==> src/rtl/pc_fetch_unit_pkg.sv <==
// Shared CPU fetch definitions: FSM encodings, the sequential PC step and the default reset PC.
package pc_fetch_unit_pkg;

    typedef enum logic [1:0] {
        S_IDLE  = 2'd0,
        S_REQ   = 2'd1,
        S_ISSUE = 2'd2
    } fetch_state_t;

    localparam int          PC_STEP          = 4;
    localparam logic [31:0] DEFAULT_RESET_PC = 32'h0000_0000;

endpackage

==> src/rtl/pc_fetch_unit_if.sv <==
// Bundle of control, instruction-memory and decode signals around the fetch unit.
interface pc_fetch_if #(
    parameter int W = 32
) ();

    // imem_req/imem_ack: imem_req and imem_addr stay stable from the cycle
    // imem_req rises until the edge where imem_ack is seen high; imem_rdata is
    // valid only in that ack cycle, and an ack without a request is ignored.
    logic         stall;
    logic         jump_en;
    logic [W-1:0] jump_addr_sh;
    logic         branch_taken;
    logic [W-1:0] branch_off_sh;
    logic         imem_req;
    logic [W-1:0] imem_addr;
    logic         imem_ack;
    logic [W-1:0] imem_rdata;
    logic [W-1:0] instr;
    logic         instr_valid;
    logic [W-1:0] pc;
    logic [1:0]   dbg_state;

    modport master (
        input  stall, jump_en, jump_addr_sh, branch_taken, branch_off_sh,
        input  imem_ack, imem_rdata,
        output imem_req, imem_addr, instr, instr_valid, pc, dbg_state
    );

    modport slave (
        output stall, jump_en, jump_addr_sh, branch_taken, branch_off_sh,
        output imem_ack, imem_rdata,
        input  imem_req, imem_addr, instr, instr_valid, pc, dbg_state
    );

endinterface

==> src/rtl/pc_fetch_unit_pc_next_calc.sv <==
// Redirect target selection: jump beats branch, otherwise the PC is left as is.
module pc_next_calc #(
    parameter int W = 32
) (
    input  logic [W-1:0] pc,
    input  logic         jump_en,
    input  logic [W-1:0] jump_addr_sh,
    input  logic         branch_taken,
    input  logic [W-1:0] branch_off_sh,
    output logic [W-1:0] pc_next
);

    // The jump shifter only ever supplies a 28-bit in-region target.
    logic unused_jump_hi;
    assign unused_jump_hi = ^jump_addr_sh[W-1:28];

    always_comb begin
        pc_next = pc;
        if (jump_en) begin
            pc_next = {pc[W-1:28], jump_addr_sh[27:0]};
        end else if (branch_taken) begin
            pc_next = pc + branch_off_sh;
        end
    end

endmodule

==> src/rtl/pc_fetch_unit.sv <==
// PC register and single-outstanding fetch sequencer (IDLE -> REQ -> ISSUE -> REQ ...).
module pc_fetch_unit
    import pc_fetch_unit_pkg::*;
#(
    parameter int             W        = 32,
    parameter logic [W-1:0]   RESET_PC = W'(DEFAULT_RESET_PC),
    parameter int             STEP     = PC_STEP
) (
    input  logic       clk,
    input  logic       reset,
    pc_fetch_if.master bus
);

    fetch_state_t state_q, state_d;
    logic [W-1:0] pc_q, pc_d;
    logic [W-1:0] instr_q, instr_d;
    logic         instr_valid_q, instr_valid_d;
    logic [W-1:0] pc_redirect;

    pc_next_calc #(.W(W)) u_pc_next_calc (
        .pc            (pc_q),
        .jump_en       (bus.jump_en),
        .jump_addr_sh  (bus.jump_addr_sh),
        .branch_taken  (bus.branch_taken),
        .branch_off_sh (bus.branch_off_sh),
        .pc_next       (pc_redirect)
    );

    always_ff @(posedge clk or posedge reset) begin
        if (reset) begin
            state_q <= S_IDLE;
        end else begin
            state_q <= state_d;
        end
    end

    always_comb begin
        state_d = state_q;
        case (state_q)
            S_IDLE:  state_d = S_REQ;
            S_REQ:   if (bus.imem_ack) state_d = S_ISSUE;
            S_ISSUE: if (!bus.stall) state_d = S_REQ;
            default: state_d = S_IDLE;
        endcase
    end

    always_comb begin
        bus.imem_req    = (state_q == S_REQ);
        bus.imem_addr   = pc_q;
        bus.instr       = instr_q;
        bus.instr_valid = instr_valid_q;
        bus.pc          = pc_q;
        bus.dbg_state   = state_q;
    end

    // Redirect inputs only matter on the edge that leaves ISSUE.
    always_comb begin
        pc_d          = pc_q;
        instr_d       = instr_q;
        instr_valid_d = instr_valid_q;
        if (state_q == S_REQ && bus.imem_ack) begin
            instr_d       = bus.imem_rdata;
            instr_valid_d = 1'b1;
            pc_d          = pc_q + W'(STEP);
        end else if (state_q == S_ISSUE && !bus.stall) begin
            instr_valid_d = 1'b0;
            pc_d          = pc_redirect;
        end
    end

    always_ff @(posedge clk or posedge reset) begin
        if (reset) begin
            pc_q          <= RESET_PC;
            instr_q       <= '0;
            instr_valid_q <= 1'b0;
        end else begin
            pc_q          <= pc_d;
            instr_q       <= instr_d;
            instr_valid_q <= instr_valid_d;
        end
    end

endmodule

==> src/flat_wrapper.sv <==
// flat-port wrapper written by rule: the top's interface ports become plain ports
module pc_fetch_unit_flat import pc_fetch_unit_pkg::*;
#(
    parameter int             W        = 32,
    parameter logic [W-1:0]   RESET_PC = W'(DEFAULT_RESET_PC),
    parameter int             STEP     = PC_STEP
)
  (clk, reset, bus_stall, bus_jump_en, bus_jump_addr_sh, bus_branch_taken, bus_branch_off_sh, bus_imem_ack, bus_imem_rdata, bus_imem_req, bus_imem_addr, bus_instr, bus_instr_valid, bus_pc, bus_dbg_state);
  pc_fetch_if #(.W(W)) bus_i ();
  input  logic clk;
  input  logic reset;
  input wire logic [$bits(bus_i.stall)-1:0] bus_stall;
  input wire logic [$bits(bus_i.jump_en)-1:0] bus_jump_en;
  input wire logic [$bits(bus_i.jump_addr_sh)-1:0] bus_jump_addr_sh;
  input wire logic [$bits(bus_i.branch_taken)-1:0] bus_branch_taken;
  input wire logic [$bits(bus_i.branch_off_sh)-1:0] bus_branch_off_sh;
  input wire logic [$bits(bus_i.imem_ack)-1:0] bus_imem_ack;
  input wire logic [$bits(bus_i.imem_rdata)-1:0] bus_imem_rdata;
  output wire logic [$bits(bus_i.imem_req)-1:0] bus_imem_req;
  output wire logic [$bits(bus_i.imem_addr)-1:0] bus_imem_addr;
  output wire logic [$bits(bus_i.instr)-1:0] bus_instr;
  output wire logic [$bits(bus_i.instr_valid)-1:0] bus_instr_valid;
  output wire logic [$bits(bus_i.pc)-1:0] bus_pc;
  output wire logic [$bits(bus_i.dbg_state)-1:0] bus_dbg_state;
  assign bus_i.stall = bus_stall;
  assign bus_i.jump_en = bus_jump_en;
  assign bus_i.jump_addr_sh = bus_jump_addr_sh;
  assign bus_i.branch_taken = bus_branch_taken;
  assign bus_i.branch_off_sh = bus_branch_off_sh;
  assign bus_i.imem_ack = bus_imem_ack;
  assign bus_i.imem_rdata = bus_imem_rdata;
  assign bus_imem_req = bus_i.imem_req;
  assign bus_imem_addr = bus_i.imem_addr;
  assign bus_instr = bus_i.instr;
  assign bus_instr_valid = bus_i.instr_valid;
  assign bus_pc = bus_i.pc;
  assign bus_dbg_state = bus_i.dbg_state;
  pc_fetch_unit #(.W(W), .RESET_PC(RESET_PC), .STEP(STEP)) u_core (.clk(clk), .reset(reset), .bus(bus_i));
endmodule
==> config.mk <==
export PLATFORM = sky130hd
export DESIGN_NAME = pc_fetch_unit_flat
export DESIGN_NICKNAME = d
export VERILOG_FILES = /design/src/rtl/pc_fetch_unit_pkg.sv /design/src/rtl/pc_fetch_unit_if.sv /design/src/rtl/pc_fetch_unit_pc_next_calc.sv /design/src/rtl/pc_fetch_unit.sv /design/src/flat_wrapper.sv
export SDC_FILE = /design/constraint.sdc
export NUM_CORES = 1
export LEC_CHECK = 0
export CORE_MARGIN = 2
export CORE_UTILIZATION = 44
export DETAILED_ROUTE_END_ITERATION = 8
export GPL_TIMING_DRIVEN = 0
export PLACE_DENSITY = 0.89
export SYNTH_ARGS = -nofsm -noshare
export SYNTH_HDL_FRONTEND = slang
export SYNTH_SLANG_ARGS = --single-unit
==> constraint.sdc <==
create_clock -name clk -period 3.35 [get_ports clk]
set_input_delay 0.5025 -clock clk [delete_from_list [all_inputs] [get_ports clk]]
set_output_delay 0.5025 -clock clk [all_outputs]
set_load 0.01 [all_outputs]
[Word level (Yosys, flattened, before mapping)]
Cells that the tools add are included.
Cells by class
  mux-type cells: 9
  equal/unequal tests: 5
  reductions and logical operators: 10
  add/sub/neg operators: 2
Operators by type and width (count)
  2-to-1 mux 32 bit: 4
  adder 32 x 3 -> 32 bit (second input constant): 1
  adder 32 bit: 1
  case mux 2 bit (3 select lines): 1
  2-to-1 mux 2 bit: 2
  inequality test 2 bit (second input constant): 2
  AND reduction 2 bit: 2
  nonzero test 2 bit: 2
  AND reduction 3 bit: 1
  nonzero test 3 bit: 1
  == test 2 x 1 -> 1 bit (second input constant): 1
  == test 2 bit (second input constant): 1
  logical AND 1 bit: 2
  logical NOT 2 bit: 1
  2-to-1 mux 1 bit: 2
  inequality test 2 x 1 -> 1 bit (second input constant): 1
  logical NOT 1 bit: 1
Storage, ports and cells
  output and inout port bits: 100
  register bits: 67
  input port bits: 102

[Depth between registers and ports, before layout]
Gate-level depths: netlist of the first run.
  word-level depth: 5
  mapped depth: 12
  depth with buffers taken out: 12

[Modules after synthesis]
From an unflattened synthesis of the first run, not the netlist that was laid out.
Second synthesis, totals
  cells, all modules: 743
  area total of the unflattened synthesis: 5734.2 µm²
Modules (own cells, without submodules)
  pc_fetch_unit: cells an instance 400, area each 3465.8 µm², times used 1
  pc_next_calc: cells an instance 343, area each 2268.4 µm², times used 1

[Worst setup path before layout of the first run]
OpenSTA, ideal clock, no wires.
  path kind: input -> register
  start point: in bus_branch_off_sh[0]
  end point: reg u_core.pc_q[28], in the netlist u_core.bus.imem_addr[28]
  data arrival time: 3032 ps
  slack: 197 ps
  setup time: 121 ps
  stages on the path: 12
  path buffers: 0
  path through: ha_1 > fa_1 > a211oi_2 > nor4_1 > nor3_2 > o2bb2ai_2 > o31ai_2 > a221o_2 > a311oi_2 > xor2_1 > nor3_1 > o22a_1
Between the ends
  word-level cells in the longest chain between the ends: 5
RTL lines
  start: declaration: line flat_wrapper.sv:16  | input wire logic [$bits(bus_i.branch_off_sh)-1:0] bus_branch_off_sh;
  adder 32 bit: line pc_fetch_unit_pc_next_calc.sv:22  | pc_next = pc + branch_off_sh;
  2-to-1 mux 32 bit: line pc_fetch_unit_pc_next_calc.sv:21  | end else if (branch_taken) begin
  2-to-1 mux 32 bit: line pc_fetch_unit_pc_next_calc.sv:19  | if (jump_en) begin
  2-to-1 mux 32 bit: line pc_fetch_unit.sv:65  | end else if (state_q == S_ISSUE && !bus.stall) begin
  2-to-1 mux 32 bit: line pc_fetch_unit.sv:61  | if (state_q == S_REQ && bus.imem_ack) begin
  end signal: assignment: line pc_fetch_unit.sv:77  | pc_q <= pc_d;
  end: declaration: line pc_fetch_unit.sv:15  | logic [W-1:0] pc_q, pc_d;
Every way passes these cells. The select of a mux whose other input is x is not followed.
A chain may end at the register's enable or synchronous reset.

[Final worst setup path of the first run]
  start point: reg u_core.pc_q[0], in the netlist u_core.bus.imem_addr[0]
  end point: reg u_core.pc_q[28], in the netlist u_core.bus.imem_addr[28]
Between the ends
  word-level cells in the longest chain between the ends: 5
  elaborated cells on any way between the ends: 6
  classes of those cells: add/sub (2); mux (4)
RTL lines (line)
  adder 32 bit: pc_fetch_unit_pc_next_calc.sv:22
  2-to-1 mux 32 bit: pc_fetch_unit_pc_next_calc.sv:21
  2-to-1 mux 32 bit: pc_fetch_unit_pc_next_calc.sv:19
  2-to-1 mux 32 bit: pc_fetch_unit.sv:65
  2-to-1 mux 32 bit (*): pc_fetch_unit.sv:61
Mark *: on every way between the ends. The rest lies on a longest branch, timed or not. The select of a mux whose other input is x is not followed.

==> impl_metrics.json, run 1 <==
{
  "critPathCaptureType": "flip-flop",
  "syn2layout_area_growth_pct": 50.1,
  "ios": 202,
  "vias": 5343,
  "path_clk_slew_ps": 90,
  "cts_hold_buf": 0,
  "dp.cells": 957,
  "grt_max_degree": 68,
  "relSlewSlack": 0.438,
  "synth_warnings": 0,
  "numCtsBuffers": 9,
  "drv_cap": 0,
  "grt_pass1_vias": 4834,
  "comb_power_share": 0.644,
  "arrival_ps": 3530,
  "synth_common_cells": "139 x nand2_1, 67 x dfrtp_1, 61 x a21oi_1, 51 x nor2_1",
  "synth_cells": 620,
  "drt_first_pass_iters": 5,
  "avgRoutedWirePerCell_um": 16.4,
  "netlist.area_leader.share": 0.339,
  "ys.flop_type": "dfrtp_1",
  "period_share": 0.982,
  "setup_viol": 0,
  "yosysMostFrequentCell": "nand2_1",
  "worst_slack_ps": 59.4,
  "synth_cell_type_count": 56,
  "viasPerCell": 5.45,
  "cpPeakStageDelay_ps": 430,
  "crit_type": "reg2reg",
  "synth_edf_count": 0,
  "die_y_um": 110,
  "path_max_fanout": 3,
  "synth_area_leaders": "dfrtp_1 34%, nand2_1 11%, ha_1 8.1%",
  "row_count": 38,
  "clockPowerShare": 0.108,
  "dp_hpwl_mm": 12.0,
  "cts_tree": "yes",
  "drtIter0Drc": 345,
  "ir_drop_v": 0.000475,
  "p_int_mw": 3.77,
  "fmax_mhz": 304,
  "final_antenna_net_count": 0,
  "grt_pass1_wl_mm": 24.1,
  "die-area_um2": 12100,
  "rsz0062_at_grt": "yes",
  "worst-slew-pin-transition_ps": 843,
  "maxSlewViolCount": 0,
  "crit_chain": "ha_2, fa_2, a211oi_4, nor4_4, nor3_2, o2bb2ai_2, o31ai_4, a221o_2, a311oi_4, xor2_1, nor3_1, o22a_1",
  "coreArea_um2": 10900,
  "hold_violations": 0,
  "dpl_worst_slack_ps": -642,
  "die_w_um": 110,
  "p_seq_frac": 0.248,
  "power_switching_mw": 2.88,
  "place_congestion": 0.910,
  "power_leakage_nw": 3.28,
  "crit_required_ps": 3590,
  "cts.sinks": 67,
  "avgSynthCellArea_um2": 7.98,
  "cts_max_level": 3,
  "diodes": 0,
  "hp-class": "reg2reg",
  "seq_area_frac_synth": 0.339,
  "initial_utilization": 0.454,
  "status": "completed",
  "finalWirelength_mm": 16.0,
  "final_cells": 980,
  "fin_skew_ps": 13.7,
  "clk_path_buf_depth": 2,
  "hold_ws_ps": 479,
  "drive_above_1_share": 0.0881,
  "p_sw_frac": 0.433,
  "synth_fp_nets": 755,
  "cp_slowest_cell": "a221o_2",
  "cellPowerDensity_nw_per_um2": 897,
  "grtUsageTotal": 0.258,
  "period_minus_slack_ps": 3290,
  "yosys_register_bits": 67,
  "synth_area_um2": 4940,
  "synth.largest_area_cell": "dfrtp_1",
  "cp-start-kind": "flip-flop",
  "ys_async_sr_fraction": 1.00,
  "port_buffers": 197,
  "overflow": 0,
  "drc": 0,
  "antenna_found_initial": 0,
  "clk_latency_ps": 350,
  "nNetsFinal": 970,
  "clock-root-buffer": "clkbuf_8"
}
-- power by group through the flow --
stage	clock network, mW	logic (mW)	registers [mW]
final	0.719	4.29	1.65
after global routing	0.768	4.66	1.71
after CTS	0.723	4.18	1.64
after detailed placement	0	4.08	1.65
after global placement	0	4.00	1.64
after floorplan	0	2.24	1.72
-- per-stage QoR --
stage | instance area, um2 | TNS [ps] | total power [mW] | util
finish | 7420 | 0 | 6.66 | 0.682
global route | 7420 | -95.9 | 7.15 | 0.682
CTS | 7360 | 0 | 6.55 | 0.676
detailed placement | 7090 | -3830 | 5.74 | 0.652
global placement | 7090 | -7520 | 5.63 | 0.651
floorplan | 4940 | 0 | 3.96 | -
-- worst max-delay path, delay by kind of cell (launching register included) --
| kind | cells | cell delay, ps |
|---|---|---|
| XOR/XNOR | 1 | 220 |
| AND/OR/NAND/NOR | 3 | 430 |
| flip-flops | 1 | 400 |
| adder cells (fa/ha/maj) | 2 | 560 |
| AO/OA/AOI/OAI | 6 | 1560 |
-- logic make-up after synthesis --
group	after synthesis	share of synthesized area
DFF	67	0.339
and+or+nand+nor	246	0.212
xor gates and xnor gates	37	0.0655
muxes	5	0.0101
buffers and inverters	65	0.0739
AOI/OAI and AO/OA	167	0.214
adders and majority gates	33	0.0850
-- repair_timing --
action / 4_1_cts / 5_1_grt
setup endpoints to repair: 5 / 8
pin swaps: 8 / 14
resized for setup: 5 / 8
gates cloned: 0 / 0
hold endpoints to repair: 0 / 0
buffers inserted: 4 / 3
-- layer usage --
layer	track usage	part of all wire	up-vias
met5	0	0	-
met4	0.0705	0.021	0
met3	0.0553	0.079	34
met2	0.433	0.49	240
met1	0.335	0.41	2488
li1	-	-	2581
-- cell usage in the layout, fill, tap and decap left out, types with 3 or more instances in the layout --
master / Yosys / layout
o21ai_1: 7 / 7
inv_1: 9 / 8
o22ai_1: 8 / 7
dfrtp_1: 67 / 67
nor2b_1: 3 / 3
clkbuf_8: 0 / 9
buf_1: 7 / 7
a221oi_1: 4 / 4
nand4_1: 11 / 11
o21ai_0: 30 / 30
and3_1: 6 / 6
inv_6: 0 / 3
ha_1: 32 / 31
buf_4: 32 / 38
a21o_1: 12 / 12
o31ai_1: 3 / 3
mux2i_1: 5 / 5
xnor2_1: 15 / 15
nand2_1: 139 / 139
nand3b_1: 3 / 3
a21oi_1: 61 / 59
nand2b_1: 4 / 4
nor2_1: 51 / 51
a211oi_1: 6 / 6
nand3_1: 11 / 11
nor3_1: 10 / 10
o21a_1: 5 / 5
clkbuf_1: 16 / 16
xor2_1: 22 / 22
clkdlybuf4s50_1: 0 / 195
a21oi_2: 2 / 4
-- path summary, 6_finish.rpt --
check | to | cells past startpoint | from | slack (ps)
worst min-delay path | u_core.bus.instr[13]$_DFFE_PP0P_ | 2 | u_core.bus.instr[13]$_DFFE_PP0P_ | 480
worst min register to register | u_core.bus.instr[13]$_DFFE_PP0P_ | 2 | u_core.bus.instr[13]$_DFFE_PP0P_ | 480
worst max register to register | u_core.bus.imem_addr[28]$_DFFE_PP0P_ | 12 | u_core.bus.imem_addr[0]$_DFFE_PP0P_ | 60
min in group asynchronous | u_core.bus.instr[25]$_DFFE_PP0P_ | 2 | reset | 650
max in group asynchronous | u_core.bus.imem_addr[22]$_DFFE_PP0P_ | 2 | reset | 2120
worst max-delay path | u_core.bus.imem_addr[28]$_DFFE_PP0P_ | 12 | u_core.bus.imem_addr[0]$_DFFE_PP0P_ | 60
-- sequential cells by signal, indices dropped and copies added (netlist names) --
register	flops
u_core.bus.dbg_state	2
u_core.bus.instr_valid	1
u_core.bus.imem_addr	32
u_core.bus.instr	32
-- area by class of cell --
cell class,count,area [um2]
sequential,67,1680
clock buffer,9,124
inverter,10,41.3
fill,894,3460
timing repair buffer,204,2030
tap,140,175
clock inverter,7,82.6
buffer,55,327
multi-input combinational,488,2960
Note: power is estimated with default switching activity, not from simulation.
==> inputs of run 2 (changes only) <==
--- a/config.mk
+++ b/config.mk
@@ -5,10 +5,8 @@
 export SDC_FILE = /design/constraint.sdc
 export NUM_CORES = 1
 export LEC_CHECK = 0
-export CORE_MARGIN = 2
 export CORE_UTILIZATION = 44
 export DETAILED_ROUTE_END_ITERATION = 8
-export GPL_TIMING_DRIVEN = 0
 export PLACE_DENSITY = 0.89
 export SYNTH_ARGS = -nofsm -noshare
 export SYNTH_HDL_FRONTEND = slang
==> run 2 against run 1 <==
Register-to-register slack better by 20 ps. First-iteration DRC count is 19% lower. Clock power is 11% higher. Power is 0.96% lower. Cell area is 2.0% lower. Sequential share of layout area is 0.45 points higher. Routed wire length is 3.8% lower. Flip-flop and latch count stayed put. Clock skew is 4.5 ps lower.
==> impl_metrics.json, run 2 (same netlist as run 1, synthesis figures left out) <==
{
  "syn2layout_area_growth_pct": 47.2,
  "worst_slack_ps": 81.7,
  "grtUsageTotal": 0.262,
  "diodes": 0,
  "port_buffers": 197,
  "numCtsBuffers": 9,
  "path_clk_slew_ps": 70,
  "clk_path_buf_depth": 2,
  "ios": 202,
  "layout_common_cells": "195 x clkdlybuf4s50_1, 139 x nand2_1, 67 x dfrtp_1",
  "relSlewSlack": 0.545,
  "dp_hpwl_mm": 11.7,
  "coreArea_um2": 10900,
  "die-area_um2": 11700,
  "overflow": 0,
  "grt_pass1_vias": 5243,
  "setup_viol": 0,
  "r2r_slack_ps": 80,
  "hold_violations": 0,
  "drv_cap": 0,
  "crit_type": "in2reg",
  "drt_first_pass_iters": 5,
  "die_w_um": 108,
  "clockPowerShare": 0.121,
  "hp-class": "reg2reg",
  "critPathLaunch": "bus_branch_off_sh[1]",
  "die_y_um": 108,
  "vias": 5253,
  "dpl_worst_slack_ps": -524,
  "status": "completed",
  "viasPerCell": 5.55,
  "critPathCaptureType": "flip-flop",
  "r2r_cells": 12,
  "power_switching_mw": 2.82,
  "antenna_found_initial": 0,
  "clk_latency_ps": 340,
  "path_max_fanout": 4,
  "fmax_mhz": 306,
  "power_leakage_nw": 3.21,
  "drc": 0,
  "crit_required_ps": 3580,
  "period_minus_slack_ps": 3270,
  "cts_hold_buf": 0,
  "p_seq_frac": 0.245,
  "reg2reg_from": "u_core.bus.imem_addr[0]$_DFFE_PP0P_",
  "row_count": 38,
  "final_area_um2": 7280,
  "avgRoutedWirePerCell_um": 16.3,
  "met1_usage": 0.313,
  "drive_above_1_share": 0.0805,
  "p_sw_frac": 0.429,
  "cts.sinks": 67,
  "grt-busiest-layer": "met2",
  "cts_tree": "yes",
  "ir_drop_v": 0.000441,
  "use_met2": 0.476,
  "r2r_end": "u_core.bus.imem_addr[28]$_DFFE_PP0P_",
  "initial_utilization": 0.454,
  "finalWirelength_mm": 15.4,
  "cp-start-kind": "input port",
  "worst-slew-pin-transition_ps": 680,
  "nNetsFinal": 937,
  "drtIter0Drc": 280,
  "arrival_ps": 3500,
  "clock-root-buffer": "clkbuf_8",
  "grt_max_degree": 40,
  "final_common_cell": "clkdlybuf4s50_1",
  "maxSlewViolCount": 0,
  "place_congestion": 0.933,
  "fin_skew_ps": 9.21,
  "final_antenna_net_count": 0,
  "p_int_mw": 3.77,
  "cellPowerDensity_nw_per_um2": 906,
  "crit_end": "u_core.bus.imem_addr[28]$_DFFE_PP0P_",
  "post_dp_cell_area_um2": 6980,
  "cts_max_level": 3,
  "grt_pass1_wl_mm": 24.1,
  "gr-usage-met3": 0.0350,
  "comb_power_share": 0.634,
  "hold_ws_ps": 477,
  "period_share": 0.976
}
## run 2: worst max-delay path, cell delays in order
cell,delay [ps]
clkdlybuf4s50_1,450
fa_2,370
a211oi_2,290
nor4_2,90
nor3_2,290
o2bb2ai_2,200
o31ai_4,100
a221o_2,440
a311oi_4,290
xor2_1,180
nor3_1,70
o22a_1,210
## run 2: area by class of cell
class | instances | area, um2
inverters | 10 | 38.8
fillers | 893 | 3610
clock inverters | 6 | 97.6
multi-input cells | 488 | 2950
clock buffers | 10 | 138
well taps | 140 | 175
flip-flops and latches | 67 | 1680
repair buffers | 226 | 2200
## run 2: how the worst min path moves through the flow
stage | endpoint | start | depth (start not counted)
floorplan | u_core.bus.instr[0]$_DFFE_PP0P_ | u_core.bus.instr[0]$_DFFE_PP0P_ | 2
global placement | u_core.bus.instr[3]$_DFFE_PP0P_ | u_core.bus.instr[3]$_DFFE_PP0P_ | 2
detailed placement | u_core.bus.instr[6]$_DFFE_PP0P_ | u_core.bus.instr[6]$_DFFE_PP0P_ | 2
CTS | u_core.bus.instr[14]$_DFFE_PP0P_ | u_core.bus.instr[14]$_DFFE_PP0P_ | 2
global route | u_core.bus.instr[19]$_DFFE_PP0P_ | u_core.bus.instr[19]$_DFFE_PP0P_ | 2
finish | u_core.bus.instr[14]$_DFFE_PP0P_ | u_core.bus.instr[14]$_DFFE_PP0P_ | 2
## run 2: per-stage QoR
stage	utilization	TNS, ps	total power [mW]	std cells
after floorplan	-	0	3.96	620
after global placement	0.641	-2360	5.51	928
after detailed placement	0.641	-3200	5.67	928
after global routing	0.668	-30.3	7.06	947
final	0.668	0	6.59	947
after CTS	0.664	0	6.51	946
## run 2: timing repair
| item | 4_1_cts | 5_1_grt |
|---|---|---|
| endpoints found under the hold margin | 0 | 0 |
| gates resized for setup | 0 | 8 |
| setup endpoints to repair | 4 | 7 |
| gates cloned | 0 | 0 |
| pin swaps | 5 | 11 |
| setup buffers | 2 | 1 |
## run 2: per-layer routing
metal  wire length (um)  vias up  part of all wire
met5                  0        -                 0
met2               7870      219              0.51
met3                914       30             0.059
met1               6350     2485              0.41
met4                304        0             0.020
li1                   -     2519                 -
## run 2: power by group through the flow
stage                     Combinational (mW)  Clock (mW)  Sequential (mW)
final                                   4.18       0.798             1.61
after global routing                    4.55       0.841             1.66
after CTS                               4.10       0.807             1.61
after detailed placement                4.05           0             1.62
after global placement                  3.93           0             1.58
after floorplan                         2.24           0             1.72
==> inputs of run 3 (changes only) <==
--- a/config.mk
+++ b/config.mk
@@ -5,9 +5,11 @@
 export SDC_FILE = /design/constraint.sdc
 export NUM_CORES = 1
 export LEC_CHECK = 0
+export CORE_MARGIN = 2
 export CORE_UTILIZATION = 44
 export DETAILED_ROUTE_END_ITERATION = 8
 export PLACE_DENSITY = 0.89
+export SKIP_LAST_GASP = 1
 export SYNTH_ARGS = -nofsm -noshare
 export SYNTH_HDL_FRONTEND = slang
 export SYNTH_SLANG_ARGS = --single-unit
==> run 3 against run 2 <==
Via count is 0.29% higher. Sequential power hardly changed. First-iteration DRC count increased by 15%. Critical path depth unchanged. Cell area down 0.70%.
==> impl_metrics.json, run 3 (same netlist as run 1, synthesis figures left out) <==
{
  "hold_ws_ps": 447,
  "cp.depth": 12,
  "layout_common_cells": "195 x clkdlybuf4s50_1, 139 x nand2_1, 67 x dfrtp_1",
  "finalWirelength_mm": 15.8,
  "row_count": 38,
  "crit_required_ps": 3590,
  "cts.sinks": 67,
  "dp_hpwl_mm": 11.8,
  "critPathLaunch": "u_core.bus.imem_addr[0]$_DFFE_PP0P_",
  "drt_first_pass_iters": 7,
  "setup_viol": 0,
  "drc": 0,
  "die_y_um": 110,
  "drive_above_1_share": 0.0782,
  "avgRoutedWirePerCell_um": 16.7,
  "cpPeakStageDelay_ps": 430,
  "rsz0062_at_grt": "no",
  "nNetsFinal": 936,
  "status": "completed",
  "crit_type": "reg2reg",
  "ios": 202,
  "cp_slowest_cell": "a221o_2",
  "crit_family": "compound AO/OA/AOI/OAI gates",
  "r2r_end": "u_core.bus.imem_addr[28]$_DFFE_PP0P_",
  "hp-class": "in2async",
  "place_congestion": 0.968,
  "arrival_ps": 3420,
  "path_clk_slew_ps": 90,
  "period_share": 0.948,
  "grt_pass1_vias": 5161,
  "use_met2": 0.457,
  "critPathCaptureType": "flip-flop",
  "crit_end": "u_core.bus.imem_addr[28]$_DFFE_PP0P_",
  "period_minus_slack_ps": 3180,
  "drv_cap": 0,
  "fillers": 880,
  "grtUsageTotal": 0.260,
  "fmax_mhz": 315,
  "relSlewSlack": 0.526,
  "reg2reg_from": "u_core.bus.imem_addr[0]$_DFFE_PP0P_",
  "cellPowerDensity_nw_per_um2": 904,
  "fin_skew_ps": 11.7,
  "ir_drop_v": 0.000506,
  "r2r_slack_ps": 170,
  "cp-start-kind": "flip-flop",
  "hold_violations": 0,
  "final_common_cell": "clkdlybuf4s50_1",
  "grt_max_degree": 41,
  "initial_utilization": 0.454,
  "vias": 5268,
  "worst-slew-pin-transition_ps": 708,
  "die-area_um2": 12100,
  "final_antenna_net_count": 0,
  "maxSlewViolCount": 0,
  "cts_hold_buf": 0,
  "cts_max_level": 3,
  "clk_path_buf_depth": 2,
  "clock-root-buffer": "clkbuf_8",
  "cts_tree": "yes",
  "crit_chain": "ha_2, fa_2, a211oi_2, nor4_2, nor3_2, o2bb2ai_2, o31ai_4, a221o_2, a311oi_4, xor2_1, nor3_1, o22a_1",
  "syn2layout_area_growth_pct": 46.1,
  "diodes": 0,
  "grt_pass1_wl_mm": 24.7,
  "grt-busiest-layer": "met2",
  "antenna_found_initial": 0,
  "viasPerCell": 5.57,
  "port_buffers": 197,
  "met1_usage": 0.321,
  "r2r_cells": 12,
  "cp.buffers_inverters": 0,
  "setup-tns-final_ps": 0,
  "coreArea_um2": 10900,
  "clk_latency_ps": 360,
  "power_leakage_nw": 3.19,
  "drtIter0Drc": 321,
  "overflow": 0,
  "gr-usage-met3": 0.0406,
  "numCtsBuffers": 9,
  "die_w_um": 110,
  "path_max_fanout": 4
}
==> run 3: cell count changes in the layout (fill, tap and decap cells not counted), sizes merged <==
cell / delta
inv: +3
clkinv: -2
buf: -1
bufinv: -1
clkbuf: -1
clkinvlp: +1
==> run 3: worst min-delay path by stage <==
| stage | from | endpoint | slack (ps) | cells past startpoint |
|---|---|---|---|---|
| final | reset | u_core.bus.instr[19]$_DFFE_PP0P_ | 450 | 2 |
| after global placement | u_core.bus.instr[7]$_DFFE_PP0P_ | u_core.bus.instr[7]$_DFFE_PP0P_ | 460 | 2 |
| after floorplan | u_core.bus.instr[0]$_DFFE_PP0P_ | u_core.bus.instr[0]$_DFFE_PP0P_ | 510 | 2 |
| after global routing | reset | u_core.bus.instr[19]$_DFFE_PP0P_ | 480 | 2 |
| after CTS | reset | u_core.bus.instr[30]$_DFFE_PP0P_ | 460 | 2 |
| after detailed placement | u_core.bus.instr[24]$_DFFE_PP0P_ | u_core.bus.instr[24]$_DFFE_PP0P_ | 460 | 2 |
==> run 3: repair_timing <==
action	4_1_cts	5_1_grt
gates resized for setup	1	6
pin swaps	5	11
endpoints found under the setup margin	5	9
setup buffers	2	1
==> run 3: metrics by stage <==
stage / power (mW) / instances / setup WS [ps] / cell area [um2] / util
global route: 7.02 / 946 / 36.2 / 7230 / 0.664
detailed placement: 5.67 / 927 / -558 / 6960 / 0.639
global placement: 5.49 / 927 / -490 / 6960 / 0.639
finish: 6.53 / 946 / 175 / 7230 / 0.664
CTS: 6.46 / 945 / 2.79 / 7180 / 0.660
floorplan: 3.96 / 620 / 197 / 4940 / -
==> run 3: metal layers <==
layer,vias up,wire length (um)
li1,2508,-
met1,2482,6280
met2,245,8000
met3,33,1150
met4,0,372
met5,-,0
==> run 3: report_power, final <==
group	internal (mW)	total, mW	switching, mW
Combinational	2.12	4.18	2.05
Clock	0.358	0.738	0.380
Sequential	1.18	1.61	0.434
==> run 3: final cells by class <==
cell class / count / area, um2 / area share
clock buffers: 9 / 124 / 0.0171
flip-flops and latches: 67 / 1680 / 0.232
repair buffers: 225 / 2180 / 0.302
inverters: 10 / 38.8 / 0.00537
well taps: 140 / 175 / 0.0242
multi-input cells: 488 / 2950 / 0.408
clock inverters: 7 / 83.8 / 0.0116
